--- config.mk ---
export PLATFORM = sky130hd
export DESIGN_NAME = bsg_async_ptr_rx
export DESIGN_NICKNAME = d
export VERILOG_FILES = /design/src/rtl/bsg_async_ptr_pkg.sv /design/src/rtl/bsg_gray_to_binary.sv /design/src/rtl/bsg_async_ptr_rx.sv
export SDC_FILE = /design/constraint.sdc
export NUM_CORES = 1
export LEC_CHECK = 0
export ABC_AREA = 1
export BUFFER_PORTS_ARGS = -buffer_cell sky130_fd_sc_hd__clkbuf_2
export CAP_MARGIN = 10
export CORE_AREA = 2 2 39 41
export DETAILED_ROUTE_END_ITERATION = 16
export DIE_AREA = 0 0 41 43
export GPL_TIMING_DRIVEN = 0
export PLACE_DENSITY = 0.72
export REMOVE_ABC_BUFFERS = 1
export SETUP_SLACK_MARGIN = 0.2
export SLEW_MARGIN = 20
export SYNTH_ARGS = -nofsm -noshare
export SYNTH_HDL_FRONTEND = slang
export SYNTH_SLANG_ARGS = --single-unit
--- constraint.sdc ---
create_clock -name clk_i -period 2.7 [get_ports clk_i]
set_clock_uncertainty 0.1 [all_clocks]
set_input_delay 0.54 -clock clk_i [delete_from_list [all_inputs] [get_ports clk_i]]
set_output_delay 0.54 -clock clk_i [all_outputs]
set_load 0.03 [all_outputs]
--- src/rtl/bsg_async_ptr_pkg.sv ---
// ---------------------------------------------------------------------------
// bsg_async_ptr_pkg
// Shared helpers for the async FIFO pointer logic: pointer width and
// binary <-> gray conversions. The conversion functions operate on 32-bit
// values. Callers zero-extend narrower pointers and cast the result back
// down. Upper zero bits do not disturb either conversion.
// ---------------------------------------------------------------------------
package bsg_async_ptr_pkg;

    // A pointer carries one extra wrap bit so that full and empty can be
    // told apart.
    function automatic int ptr_width(input int lg_size);
        return lg_size + 1;
    endfunction

    function automatic logic [31:0] bin2gray(input logic [31:0] b);
        return b ^ (b >> 1);
    endfunction

    function automatic logic [31:0] gray2bin(input logic [31:0] g);
        logic [31:0] b;
        b[31] = g[31];
        for (int i = 30; i >= 0; i--) begin
            b[i] = b[i+1] ^ g[i];
        end
        return b;
    endfunction

endpackage

--- src/rtl/bsg_gray_to_binary.sv ---
// ---------------------------------------------------------------------------
// bsg_gray_to_binary
// Combinational gray -> binary converter of parameterized width.
//   gray_i : gray-coded input, width_p bits
//   bin_o  : binary output, width_p bits
// ---------------------------------------------------------------------------
module bsg_gray_to_binary
    import bsg_async_ptr_pkg::*;
#(
    parameter int width_p = 4
) (
    input  logic [width_p-1:0] gray_i,
    output logic [width_p-1:0] bin_o
);
    assign bin_o = width_p'(gray2bin(32'(gray_i)));
endmodule

--- src/rtl/bsg_async_ptr_rx.sv ---
// ---------------------------------------------------------------------------
// bsg_async_ptr_rx
// Read-domain pointer tracker for an async FIFO. It converts the synchronized
// gray write pointer to binary, keeps the local read pointer, reports
// occupancy and valid, drives the RAM read address, and returns a registered
// gray read pointer to the write domain.
//
// Ports:
//   clk_i             read-domain clock
//   reset_i           synchronous active-high reset
//   w_ptr_gray_sync_i synchronized gray write pointer (lg_size_p+1 bits)
//   yumi_i            consumer dequeues head entry
//   valid_o           FIFO non-empty
//   count_o           occupancy 0..2^lg_size_p
//   r_addr_o          RAM read address (read pointer low bits)
//   r_ptr_gray_o      registered gray read pointer
//   error_o           sticky protocol error
//
// Optional feature macro: BSG_ASYNC_PTR_RX_CHECK_EN
//   When defined, error_o latches when the gray input changes in more than
//   one bit between cycles, or when occupancy exceeds the FIFO depth.
//   When undefined, error_o is tied low and no checker state is built.
// ---------------------------------------------------------------------------
module bsg_async_ptr_rx
    import bsg_async_ptr_pkg::*;
#(
    parameter int lg_size_p = 3
) (
    input  logic                 clk_i,
    input  logic                 reset_i,
    input  logic [lg_size_p:0]   w_ptr_gray_sync_i,
    input  logic                 yumi_i,
    output logic                 valid_o,
    output logic [lg_size_p:0]   count_o,
    output logic [lg_size_p-1:0] r_addr_o,
    output logic [lg_size_p:0]   r_ptr_gray_o,
    output logic                 error_o
);
    localparam int ptr_w_lp = ptr_width(lg_size_p);

    logic [ptr_w_lp-1:0] w_bin_d, w_bin_q;
    logic [ptr_w_lp-1:0] r_bin_d, r_bin_q;
    logic [ptr_w_lp-1:0] r_gray_d, r_gray_q;
    logic                deq;

    bsg_gray_to_binary #(
        .width_p(ptr_w_lp)
    ) w_g2b (
        .gray_i(w_ptr_gray_sync_i),
        .bin_o (w_bin_d)
    );

    // Modular subtraction keeps the count continuous across pointer wrap.
    assign count_o  = w_bin_q - r_bin_q;
    assign valid_o  = (count_o != '0);
    assign deq      = yumi_i & valid_o;
    assign r_bin_d  = r_bin_q + ptr_w_lp'(deq);
    // Gray is derived from the next binary value so that the returned
    // pointer moves in the same cycle as r_bin_q.
    assign r_gray_d = ptr_w_lp'(bin2gray(32'(r_bin_d)));

    always_ff @(posedge clk_i) begin
        if (reset_i) begin
            w_bin_q  <= '0;
            r_bin_q  <= '0;
            r_gray_q <= '0;
        end else begin
            w_bin_q  <= w_bin_d;
            r_bin_q  <= r_bin_d;
            r_gray_q <= r_gray_d;
        end
    end

    assign r_addr_o     = r_bin_q[lg_size_p-1:0];
    assign r_ptr_gray_o = r_gray_q;

`ifdef BSG_ASYNC_PTR_RX_CHECK_EN
    localparam logic [ptr_w_lp-1:0] depth_lp = ptr_w_lp'(1 << lg_size_p);

    logic [ptr_w_lp-1:0] w_gray_prev_q;
    logic [ptr_w_lp-1:0] w_gray_diff;
    logic                multi_bit;
    logic                overfull;
    logic                err_q;

    assign w_gray_diff = w_ptr_gray_sync_i ^ w_gray_prev_q;
    // Clearing the lowest set bit leaves a nonzero value only when two or
    // more bits changed.
    assign multi_bit   = ((w_gray_diff & (w_gray_diff - ptr_w_lp'(1))) != '0);
    assign overfull    = (count_o > depth_lp);

    // The previous-value register tracks the input during reset as well.
    // The first compare after reset therefore sees a settled reference.
    always_ff @(posedge clk_i) begin
        w_gray_prev_q <= w_ptr_gray_sync_i;
    end

    always_ff @(posedge clk_i) begin
        if (reset_i) begin
            err_q <= 1'b0;
        end else if (multi_bit || overfull) begin
            err_q <= 1'b1;
        end
    end

    assign error_o = err_q;
`else
    assign error_o = 1'b0;
`endif

endmodule

==> impl_metrics.env <==
export IMPL_status="finished clean"
export IMPL_cts_root_buf="clkbuf_4"
export IMPL_max_freq_mhz=408
export IMPL_layout_common_cells="nand2_1 (18), clkbuf_2 (17), inv_1 (13)"
export IMPL_chipWidth_um=41
export IMPL_die_h_um=43
export IMPL_ctsHoldBuffers=0
export IMPL_clkPwrFrac=0.184
export IMPL_ant_nets=0
export IMPL_dp_slack_ns=0.0674
export IMPL_cts_tree="done"
export IMPL_portBuffers=18
export IMPL_cp_data_required_time_ns=2.06
export IMPL_seq_power_share=0.338
export IMPL_syn_area_per_cell_sq_um=7.17
export IMPL_crit_arrival_ns=1.81
export IMPL_insertedDiodeCount=0
export IMPL_rows=14
export IMPL_finalWorstSetupSlack_ns=0.246
export IMPL_finalMaxSlewViolations=0
export IMPL_setup_violations=0
export IMPL_critPathSlowestCell="fa_1"
export IMPL_synthDistinctLibCells=18
export IMPL_ios=20
export IMPL_cts_buffers=3
export IMPL_grt_ovfl_total=0
export IMPL_crit_type="reg2out"
export IMPL_cp_max_fo=2
export IMPL_drcViolationCount=0
export IMPL_cp_start_kind="flop"
export IMPL_clock_latency_ns=0.26
export IMPL_wirelength_mm=1.06
export IMPL_max_vdd_ir_drop_v=0.000435
export IMPL_power_density_mw_per_mm2=726
export IMPL_fin_crit_ns=2.45
export IMPL_max_cap_violations=0
export IMPL_ys_ff_latch=11
export IMPL_end_kind="output port"
export IMPL_hp_class="in2reg"
export IMPL_gp_congestion=0.690
export IMPL_crit_family="adder cells"
export IMPL_p_comb_frac=0.478
export IMPL_viasPerCell=4.43
export IMPL_p_leak_uw=0.000415
export IMPL_yosys_warnings=0
export IMPL_layout_area_overhead_vs_synth_pct=35.7
export IMPL_grt_first_pass_wirelength_mm=1.66
export IMPL_post_route_util=0.577
export IMPL_start_util=0.425
export IMPL_drive_above_1_share=0.346
export IMPL_final_common_cell="nand2_1"
export IMPL_cts_sinks=11
export IMPL_core_area_sq_mm=0.00138
export IMPL_slowest_delay_ns=0.45
export IMPL_switchingPower_uw=240
export IMPL_grt_max_degree=10
export IMPL_die_area_sq_mm=0.00176
export IMPL_ys_seq_area_frac=0.374
export IMPL_internal_power_uw=339
export IMPL_track_usage=0.143
export IMPL_firstDrtPassIters=4
export IMPL_antenna_found_initial=0
export IMPL_clk_pin_slew_worst_paths_ns=0.06
export IMPL_num_vias=531
export IMPL_rsz0062_at_grt="yes"
export IMPL_drtIter0Drc=5
export IMPL_switching_share=0.414
export IMPL_synthesis_area_sq_um=588
export IMPL_finalHoldViolCount=0
export IMPL_timing_final_crit_share=0.909
export IMPL_timing_hold_ws_ns=0.403
export IMPL_grt_pass1_vias=450
export IMPL_hpwl_um=819
export IMPL_nets=118
export IMPL_path_buf_inv=2
export IMPL_path_cells="ha_2 -> inv_2 -> fa_1 -> or2_0 -> nor2_1 -> nand3_1 -> clkbuf_8"
export IMPL_clockBufferDepth=2
export IMPL_cts_htree_levels=1
export IMPL_wl_per_cell_um=8.85
export IMPL_netlist_instances=82
-- layer usage --
layer,wire length [um],vias to the layer above,global-route usage
li1,-,289,-
met1,419,226,0.149
met2,569,14,0.225
met3,48,2,0.0314
met4,24,0,0.120
met5,0,-,0
-- registers in the layout, summed over array words and instances (netlist names) --
signal        cells
w_bin_q           4
r_ptr_gray_o      3
r_bin_q           4
-- kinds of logic (layout without fill, tap and decap cells) --
group / count (synthesis) / count (layout) / share of synthesized area
flops: 11 / 11 / 0.374
simple gates: 37 / 37 / 0.266
compound gates: 7 / 7 / 0.0596
other cells: 1 / 1 / 0.00638
fa+ha+maj: 6 / 6 / 0.140
buf+inv: 18 / 40 / 0.123
xor+xnor: 2 / 2 / 0.0298
-- cells in the mapped netlist --
| master | number | area share |
|---|---|---|
| nand2_1 | 18 | 0.11 |
| inv_1 | 16 | 0.10 |
| dfxtp_1 | 11 | 0.37 |
| nor2_1 | 10 | 0.064 |
| a21oi_1 | 6 | 0.051 |
| ha_1 | 5 | 0.11 |
| nand3_1 | 5 | 0.043 |
| buf_4 | 1 | 0.013 |
| clkbuf_2 | 1 | 0.0085 |
| conb_1 | 1 | 0.0064 |
| fa_1 | 1 | 0.034 |
| nand3b_1 | 1 | 0.013 |
| nand4_1 | 1 | 0.011 |
| nor2_2 | 1 | 0.011 |
| o21ai_0 | 1 | 0.0085 |
| or2_0 | 1 | 0.011 |
| xnor2_1 | 1 | 0.015 |
| xor2_1 | 1 | 0.015 |
-- worst reg2reg max path: stages, from the launching register on --
cell,delay (ns)
dfxtp_2,0.34
ha_2,0.17
inv_2,0.04
fa_1,0.45
or2_0,0.21
nor2_1,0.09
nand3_1,0.10
nand2_1,0.11
inv_2,0.05
ha_4,0.16
ha_4,0.18
xnor2_4,0.13
nor2_2,0.10
nor2_1,0.05
a21oi_1,0.10
-- through the flow --
step                      TNS, ns  power, uW  cell area (sq um)  instances
final                           0        579                798        120
after global routing            0        623                798        120
after CTS                       0        568                753        119
after detailed placement        0        434                686        114
after global placement          0        430                686        114
after floorplan             -2.09        376                576         80
-- area by class of cell --
cell class	instances	area, sq um
inverters	16	60.1
fillers	123	586
well taps	16	20.0
flip-flops and latches	11	226
clock buffers	4	26.3
multi-input cells	53	352
repair buffers	20	114
-- worst paths after layout --
path / startpoint / slack [ns] / end / cells past startpoint
hold reg to reg: r_bin_q[3] / 0.48 / r_bin_q[3] / 2
hold / removal: w_ptr_gray_sync_i[3] / 0.40 / w_bin_q[3] / 3
setup / recovery: r_bin_q[0] / 0.25 / valid_o / 7
setup reg to reg: r_bin_q[0] / 0.27 / r_ptr_gray_o[1] / 14
-- power groups by stage --
| stage | clock, uW | combinational [uW] | sequential, uW |
|---|---|---|---|
| finish | 107 | 277 | 196 |
| global route | 123 | 302 | 199 |
| CTS | 113 | 260 | 195 |
| detailed placement | 0 | 237 | 197 |
| global placement | 0 | 233 | 197 |
| floorplan | 0 | 148 | 228 |
-- repair_timing --
action / CTS / global route
resized for setup: 9 / 10
setup buffers: 1 / 1
endpoints found under the setup margin: 5 / 6
pin swaps: 5 / 4
No activity file was read; power rests on OpenSTA's default activity.
